### src/rtl/password_lock.sv
`default_nettype none
// ============================================================================
// Module   : password_lock
// Purpose  : Sequential multi-digit password lock. Digits arrive one at a time
//            over a valid/ready handshake. A LEN-digit entry is compared
//            against PASSWORD (first digit = most-significant digit). Success
//            or failure is reported with one-cycle pulses. Consecutive
//            failures are counted, and MAX_FAIL failures in a row start a
//            timed lockout of LOCK_CYCLES cycles.
// Ports    : clk         - system clock, rising edge
//            rst_n       - synchronous active-low reset
//            digit_in    - digit value (DIGIT_W bits)
//            digit_valid - digit_in valid this cycle
//            digit_ready - a digit can be accepted (decoded from state)
//            clear       - abort the partial entry (IDLE/ENTRY only)
//            match       - one-cycle pulse, correct password
//            fail        - one-cycle pulse, wrong password
//            locked_out  - level, high for the whole lockout
//            fail_cnt    - consecutive failure count
//            digit_cnt   - digits accepted in the current entry
// Options  : PWD_TIMEOUT_EN - when defined, an entry that sits idle in ENTRY
//            for TIMEOUT_CYCLES cycles resolves as a failure. When undefined
//            no timer is built and TIMEOUT_CYCLES is unused.
// Revision : 1.0 - initial release
// ============================================================================
module password_lock #(
    parameter int                          DIGIT_W        = 3,
    parameter int                          LEN            = 4,
    parameter logic [LEN*DIGIT_W-1:0]      PASSWORD       = 12'o5273,
    parameter int                          MAX_FAIL       = 3,
    parameter int                          LOCK_CYCLES    = 100_000_000,
    parameter int                          TIMEOUT_CYCLES = 500_000_000
) (
    input  logic                            clk,
    input  logic                            rst_n,
    input  logic [DIGIT_W-1:0]              digit_in,
    input  logic                            digit_valid,
    output logic                            digit_ready,
    input  logic                            clear,
    output logic                            match,
    output logic                            fail,
    output logic                            locked_out,
    output logic [$clog2(MAX_FAIL+1)-1:0]   fail_cnt,
    output logic [$clog2(LEN+1)-1:0]        digit_cnt
);

    localparam int c_fc_w   = $clog2(MAX_FAIL+1);
    localparam int c_dc_w   = $clog2(LEN+1);
    localparam int c_pw_w   = LEN*DIGIT_W;
    // A one-cycle lockout still needs a 1-bit counter.
    localparam int c_lcnt_w = (LOCK_CYCLES > 1) ? $clog2(LOCK_CYCLES) : 1;

    typedef enum logic [1:0] {
        S_IDLE    = 2'd0,
        S_ENTRY   = 2'd1,
        S_CHECK   = 2'd2,
        S_LOCKOUT = 2'd3
    } state_t;

    state_t                r_state,     w_state_nxt;
    logic [c_dc_w-1:0]     r_digit_cnt, w_digit_cnt_nxt;
    logic                  r_mismatch,  w_mismatch_nxt;
    logic [c_fc_w-1:0]     r_fail_cnt,  w_fail_cnt_nxt;
    logic                  r_match,     w_match_nxt;
    logic                  r_fail,      w_fail_nxt;
    logic [c_lcnt_w-1:0]   r_lock_cnt,  w_lock_cnt_nxt;

    logic                  w_ready;
    logic                  w_accept;
    logic                  w_timeout;
    logic [c_pw_w-1:0]     w_pwd_shift;
    logic [DIGIT_W-1:0]    w_exp_digit;

    assign w_ready  = (r_state == S_IDLE) || (r_state == S_ENTRY);
    assign w_accept = digit_valid && w_ready;

    // Shift the wanted digit into the top slot so the first entered digit
    // lines up with the most-significant digit of PASSWORD.
    assign w_pwd_shift = PASSWORD << (r_digit_cnt * DIGIT_W);
    assign w_exp_digit = w_pwd_shift[c_pw_w-1 -: DIGIT_W];

`ifdef PWD_TIMEOUT_EN
    localparam int c_tcnt_w = (TIMEOUT_CYCLES > 1) ? $clog2(TIMEOUT_CYCLES) : 1;

    logic [c_tcnt_w-1:0]   r_idle_cnt, w_idle_cnt_nxt;

    // Reloaded by every accepted digit or clear; counts down only in ENTRY.
    always_comb begin
        w_idle_cnt_nxt = r_idle_cnt;
        if (w_ready && (digit_valid || clear)) begin
            w_idle_cnt_nxt = c_tcnt_w'(TIMEOUT_CYCLES - 1);
        end else if ((r_state == S_ENTRY) && (r_idle_cnt != '0)) begin
            w_idle_cnt_nxt = r_idle_cnt - c_tcnt_w'(1);
        end
    end

    always_ff @(posedge clk) begin
        if (!rst_n) begin
            r_idle_cnt <= '0;
        end else begin
            r_idle_cnt <= w_idle_cnt_nxt;
        end
    end

    assign w_timeout = (r_state == S_ENTRY) && (r_idle_cnt == '0);
`else
    assign w_timeout = 1'b0;
`endif

    always_comb begin
        w_state_nxt     = r_state;
        w_digit_cnt_nxt = r_digit_cnt;
        w_mismatch_nxt  = r_mismatch;
        w_fail_cnt_nxt  = r_fail_cnt;
        w_match_nxt     = 1'b0;
        w_fail_nxt      = 1'b0;
        w_lock_cnt_nxt  = r_lock_cnt;

        unique case (r_state)
            S_IDLE, S_ENTRY: begin
                if (clear) begin
                    // clear beats a simultaneous digit, which is discarded.
                    w_state_nxt     = S_IDLE;
                    w_digit_cnt_nxt = '0;
                    w_mismatch_nxt  = 1'b0;
                end else if (w_accept) begin
                    // No early abort: the sticky flag records any wrong digit
                    // while the full entry is still collected.
                    w_digit_cnt_nxt = r_digit_cnt + c_dc_w'(1);
                    w_mismatch_nxt  = r_mismatch || (digit_in != w_exp_digit);
                    if (r_digit_cnt == c_dc_w'(LEN - 1)) begin
                        w_state_nxt = S_CHECK;
                    end else begin
                        w_state_nxt = S_ENTRY;
                    end
                end else if (w_timeout) begin
                    w_state_nxt    = S_CHECK;
                    w_mismatch_nxt = 1'b1;
                end
            end

            S_CHECK: begin
                w_digit_cnt_nxt = '0;
                w_mismatch_nxt  = 1'b0;
                if (!r_mismatch) begin
                    w_match_nxt    = 1'b1;
                    w_fail_cnt_nxt = '0;
                    w_state_nxt    = S_IDLE;
                end else if (r_fail_cnt == c_fc_w'(MAX_FAIL - 1)) begin
                    w_fail_nxt     = 1'b1;
                    w_fail_cnt_nxt = c_fc_w'(MAX_FAIL);
                    w_lock_cnt_nxt = c_lcnt_w'(LOCK_CYCLES - 1);
                    w_state_nxt    = S_LOCKOUT;
                end else begin
                    w_fail_nxt     = 1'b1;
                    w_fail_cnt_nxt = r_fail_cnt + c_fc_w'(1);
                    w_state_nxt    = S_IDLE;
                end
            end

            S_LOCKOUT: begin
                // Counter spans LOCK_CYCLES-1 down to 0: exactly LOCK_CYCLES
                // cycles spent here.
                if (r_lock_cnt == '0) begin
                    w_state_nxt    = S_IDLE;
                    w_fail_cnt_nxt = '0;
                end else begin
                    w_lock_cnt_nxt = r_lock_cnt - c_lcnt_w'(1);
                end
            end

            default: begin
                w_state_nxt = S_IDLE;
            end
        endcase
    end

    always_ff @(posedge clk) begin
        if (!rst_n) begin
            r_state     <= S_IDLE;
            r_digit_cnt <= '0;
            r_mismatch  <= 1'b0;
            r_fail_cnt  <= '0;
            r_match     <= 1'b0;
            r_fail      <= 1'b0;
            r_lock_cnt  <= '0;
        end else begin
            r_state     <= w_state_nxt;
            r_digit_cnt <= w_digit_cnt_nxt;
            r_mismatch  <= w_mismatch_nxt;
            r_fail_cnt  <= w_fail_cnt_nxt;
            r_match     <= w_match_nxt;
            r_fail      <= w_fail_nxt;
            r_lock_cnt  <= w_lock_cnt_nxt;
        end
    end

    assign digit_ready = w_ready;
    assign match       = r_match;
    assign fail        = r_fail;
    assign locked_out  = (r_state == S_LOCKOUT);
    assign fail_cnt    = r_fail_cnt;
    assign digit_cnt   = r_digit_cnt;

endmodule
`default_nettype wire

### config.mk
export PLATFORM = sky130hd
export DESIGN_NAME = password_lock
export DESIGN_NICKNAME = d
export VERILOG_FILES = /design/src/rtl/password_lock.sv
export SDC_FILE = /design/constraint.sdc
export NUM_CORES = 1
export LEC_CHECK = 0
export CORE_ASPECT_RATIO = 0.75
export CORE_MARGIN = 10
export CORE_UTILIZATION = 58
export DETAILED_ROUTE_END_ITERATION = 10
export GPL_ROUTABILITY_DRIVEN = 0
export GPL_TIMING_DRIVEN = 0
export MAX_ROUTING_LAYER = met4
export PLACE_DENSITY = 0.83
export SLEW_MARGIN = 10
export SYNTH_ARGS = -nofsm -noshare
export SYNTH_HDL_FRONTEND = slang
export SYNTH_SLANG_ARGS = --single-unit
### constraint.sdc
create_clock -name clk -period 2.5 [get_ports clk]
set_input_delay 0.75 -clock clk [delete_from_list [all_inputs] [get_ports clk]]
set_output_delay 0.75 -clock clk [all_outputs]
set_load 0.1 [all_outputs]
=== Word-level counts from Yosys, hierarchy flattened ===
Index checks and enable logic that the tools add are counted.
Widths: inputs -> output; s select.

* Add/subtract/negate cells: 3
* Multipliers: 1
* Equality and inequality tests: 11
* Shift operators: 1
* Mux-type cells: 22
* Reductions and logical operators: 13

{| class="wikitable"
|+ Operators by type and width
! cell !! number
|-
| $mux 27 || 3
|-
| $pmux 27 s2 || 1
|-
| $logic_not 27->1 || 1
|-
| $sub 27x1->27 const B || 1
|-
| $mux 2 || 8
|-
| $shl 12x5->12 const A || 1
|-
| $reduce_and 2->1 || 4
|-
| $eq 2x2->1 const B || 3
|-
| $mux 3 || 2
|-
| $ne 2x2->1 const B || 3
|-
| $pmux 2 s3 || 1
|-
| $pmux 3 s2 || 1
|-
| $mul 3x2->5 const B || 1
|-
| $mux 1 || 4
|-
| $pmux 2 s2 || 1
|-
| $reduce_and 4->1 || 1
|-
| $reduce_bool 2->1 || 2
|-
| $add 3x1->3 const B || 1
|-
| $eq 3x2->1 const B || 1
|-
| $ne 3x3->1 || 1
|-
| $ne 3x3->1 const B || 1
|-
| $add 2x1->2 const B || 1
|-
| $eq 2x1->1 const B || 1
|-
| $logic_not 2->1 || 1
|-
| other kinds (5) || 6
|}

* Register bits: 37
* Input port bits: 7
* Output and inout port bits: 9
* Word-level logic and storage cells: 58

=== Logic depth before layout (Yosys ltp) ===
* Depth in word-level cells: 7
* Mapped depth: 10
* Depth with buffers taken out: 8

=== Worst setup path after synthesis ===
OpenSTA, ideal clock, no wires.

* Path kind: register to register
* Start: register r_digit_cnt[1], in the netlist digit_cnt[1]
* End: register r_mismatch
* Arrival time: 2692 ps
* Required time: 2426 ps
* Setup slack: -266 ps
* Cell stages (with the launch flop): 8
* Buffers on the path: 0
* Cell sequence: dfxtp_1 > ha_1 > fa_1 > mux2_2 > o22ai_1 > xor2_1 > nor2_1 > a31oi_1

* Cells in the longest elaborated chain, start to end: 7

{| class="wikitable"
|+ Ends and longest elaborated chain
! what !! line !! source
|-
| from (decl) || 61 || <nowiki>logic [c_dc_w-1:0] r_digit_cnt, w_digit_cnt_nxt;</nowiki>
|-
| from (signal assigned) || 189 || <nowiki>r_digit_cnt <= w_digit_cnt_nxt;</nowiki>
|-
| $mul 3x2->5 || 79 || <nowiki>assign w_pwd_shift = PASSWORD << (r_digit_cnt * DIGIT_W);</nowiki>
|-
| $shl 12x5->12 || 79 ||
|-
| $ne 3x3->1 || 130 || <nowiki>w_mismatch_nxt = r_mismatch || (digit_in != w_exp_digit);</nowiki>
|-
| $logic_or 1x1->1 || 130 ||
|-
| $mux 1 || 126 || <nowiki>end else if (w_accept) begin</nowiki>
|-
| $mux 1 || 121 || <nowiki>if (clear) begin</nowiki>
|-
| $pmux 1 s2 || 119 || <nowiki>unique case (r_state)</nowiki>
|-
| to (signal assigned) || 190 || <nowiki>r_mismatch <= w_mismatch_nxt;</nowiki>
|-
| to (decl) || 62 || <nowiki>logic r_mismatch, w_mismatch_nxt;</nowiki>
|}

No other way between the ends. The select of a mux whose other input is x is not followed.
A chain may end at the register's enable or synchronous reset.

=== Worst setup path in the final report ===
* Start: register r_state[1]
* End: output digit_ready

* Cells in the longest elaborated chain, start to end: 2
* Elaborated cells between the ends (all ways): 3
* Those cells by class: eq/ne (1); reduce/logical (2)

{| class="wikitable"
|+ Ends and longest elaborated chain
! what !! line !! source
|-
| from (decl) || 60 || <nowiki>state_t r_state, w_state_nxt;</nowiki>
|-
| from (signal assigned) || 188 || <nowiki>r_state <= w_state_nxt;</nowiki>
|-
| $eq 2x1->1 / $logic_not 2->1 (equally long branches) || 74 || <nowiki>assign w_ready = (r_state == S_IDLE) || (r_state == S_ENTRY);</nowiki>
|-
| $logic_or 1x1->1 * || 74 ||
|-
| to (decl) || 38 || <nowiki>output logic digit_ready,</nowiki>
|}

Every way passes the cells marked *; elsewhere a longest branch is shown, timed or not.

==> summary.md <==
| Metric | Value |
|---|---|
| Syn_nets | `254` |
| Hold Startpoint | `r_lock_cnt[0]$_SDFFE_PN0P_` |
| Met1 Wirelength | `2340 um` |
| Setup TNS Final | `0 ns` |
| Starting Density | `61.6%` |
| CTS Root Cell | `clkbuf_8` |
| Final Hold Fails | `0` |
| Initial antenna violation count | `0` |
| Critical path startpoint | `r_state[1]$_SDFFE_PN0P_` |
| Wire length per cell | `15.4 um` |
| IO Count | `16` |
| Most common library cells after synthesis | `dfxtp_1 (37), nor2_1 (28), xor2_1 (23)` |
| Warning count from the yosys run | `0` |
| Distinct cell type count after synthesis | `47` |
| Unrepaired setup endpoints after global routing | `no` |
| Period utilization | `95.3%` |
| Area added between synthesis and finish | `15.6%` |
| Slew at the pin closest to its max-slew limit | `0.966 ns` |
| Power Density | `500 nW/um2` |
| R2r startpoint | `r_lock_cnt[5]$_SDFFE_PN0P_` |
| Leakage | `0.994 nW` |
| DRT Wirelength | `4600 um` |
| Setup crit end kind | `output port` |
| CTS tree | `done` |
| Number of fill cells | `275` |
| Final WS setup | `0.119 ns` |
| Most frequent cell after synthesis | `dfxtp_1` |
| Die ar. | `6370 um2` |
| Fmax | `420 MHz` |
| Cell taking the most area after synthesis | `dfxtp_1` |
| FF+latch count, synth | `37` |
| Tmin final | `2.38 ns` |
| Via count | `1766` |
| Final setup fails | `0` |
| Post-synth EDFFs | `0` |
| Max cap viols | `0` |
| Die height | `71.7 um` |
| Synth Flop Type | `dfxtp_1` |
| Non-Filler Instances | `298` |
| Slew HR | `35.5%` |
| Syn Area/Cell | `8.79 um2` |
| Routed length on met3 | `244 um` |
| Gr usage total | `16.0%` |
| First-pass GRT wire length | `8040 um` |
| Top routing layer in use | `met4` |
| Final Max Tran Viols | `0` |
| Setup Skew | `0.00820 ns` |
| Vias in the first global route | `1706` |
| Pre-CTS setup slack | `-0.119 ns` |
| Ys async rst share | `0%` |
| CTS Buf Count | `5` |
| Fin nets | `276` |
| DP Area | `2270 um2` |
| Total placed cells including tap cells | `290` |
| Type of the worst setup path | `register to output port` |
| Clock sinks | `37` |
| DRT iter0 DRCs | `126` |
| Sequential area share after synthesis | `35.9%` |
| Critical path's largest stage delay | `0.87 ns` |
| Vias per cell | `5.93` |
| Die W | `88.9 um` |
| Remaining antenna violation count | `0` |
| Cell area after synthesis | `2070 um2` |
| Largest net degree at the start of global routing | `13` |
| Share of Yosys cell area claimed by the top area cell type | `35.9%` |
| Hold-fix buffers at CTS | `0` |
| Worst-Skew Late Latency | `0.29 ns` |
| WL met2 | `1950 um` |
| Clock Path Buffers | `2` |
| Antenna Cells | `0` |
| Layout cells sized above 1 | `8.91%` |
| Cell area after layout | `2390 um2` |
| Drt drc | `0` |
| Synth area leaders | `dfxtp_1 (36%), xor2_1 (9.8%), ha_1 (6.7%), nor2_1 (5.1%), a21oi_1 (4.4%)` |
| Core Util, Final | `71.2%` |
| Area of the multi-input gates | `1250 um2` |
| Peak VDD IR | `0.000388 V` |
| Status | `complete, no violations` |
| Maximum fanout along the worst path | `6` |
| IO buf count | `15` |
| HP Class | `register to register` |
| HPWL after DPL | `3410 um` |
| Clock-pin slew on the worst setup and hold paths | `0.07 ns` |
| Critical path required time | `1.75 ns` |
| Cells after Synth | `235` |
| Core Area | `3360 um2` |
| Cells along the critical path | `inv_1 > dlygate4sd2_1` |
| H-tree depth | `2` |
| Worst path arrival time | `1.63 ns` |
| Startpoint types | `register` |
| Slowest CP cell | `dlygate4sd2_1` |
| Site row count | `18` |
| Register area | `744 um2` |
| Overflow after GRT | `0` |
| Drt first pass iters | `7` |
cell families (layout without fill, tap and decap cells):
family | after synthesis | in the layout | synth area share [%]
adders and majority gates | 12 | 12 | 7.63
and+or+nand+nor | 89 | 89 | 24.7
AOI/OAI and AO/OA | 53 | 53 | 16.7
xor gates and xnor gates | 26 | 26 | 11.0
DFF | 37 | 37 | 35.9
buffers and inverters | 17 | 40 | 3.57
muxes | 1 | 1 | 0.545
critical path, delay by kind of cell, from the launching register on:
family | cells | cell delay, ns
buf+inv | 2 | 0.98
flops | 1 | 0.36
repair_timing:
item / 4_1_cts / 5_1_grt
gates cloned: 0 / 0
resized for setup: 9 / 2
setup buffers: 0 / 0
endpoints found under the setup margin: 7 / 2
final timing paths:
check | slack, ns | end | depth (start not counted)
setup / recovery | 0.12 | digit_ready | 2
hold / removal | 0.49 | r_lock_cnt[0]$_SDFFE_PN0P_ | 1
setup reg to reg | 0.21 | r_lock_cnt[8]$_SDFFE_PN0P_ | 8
hold reg to reg | 0.49 | r_lock_cnt[0]$_SDFFE_PN0P_ | 1
cell usage in the layout, fill, tap and decap left out, types with 7 or more instances in the layout:
cell	synthesis	layout
a21oi_1	18	18
dfxtp_1	37	34
ha_1	11	11
inv_1	10	10
nand2_1	18	18
nand3_1	7	7
nor2_1	28	28
o21ai_0	7	7
xor2_1	23	23
final cells by class:
cell class / instances / share of cell area [%]
tap: 40 / 2.10
clock inverter: 2 / 1.57
timing repair buffer: 15 / 6.23
inverter: 10 / 1.57
buffer: 7 / 1.52
multi-input combinational: 181 / 52.4
sequential: 37 / 31.2
clock buffer: 6 / 3.46
power breakdown:
group / switching (mW) / total [mW] / internal [mW]
Combinational: 0.0365 / 0.0589 / 0.0223
Sequential: 0.00536 / 0.598 / 0.592
Clock: 0.213 / 0.538 / 0.324
metal layers:
metal  vias up  GRT usage, %
met5         -             -
met4         0          5.90
met3         6          3.62
met2        43          22.0
met1       826          22.0
li1        891             -
flip-flops by register name (all words and copies together) (netlist names):
name / count
digit_cnt: 3
fail: 1
fail_cnt: 2
match: 1
r_lock_cnt: 27
r_mismatch: 1
r_state: 2
through the flow:
| step | total power [mW] | hold WS (ns) |
|---|---|---|
| finish | 1.19 | 0.490 |
| global placement | 0.669 | 0.484 |
| floorplan | 0.647 | 0.461 |
| CTS | 1.20 | 0.495 |
| detailed placement | 0.671 | 0.486 |
| global route | 1.24 | 0.526 |
No activity file was read; power rests on OpenSTA's default activity.
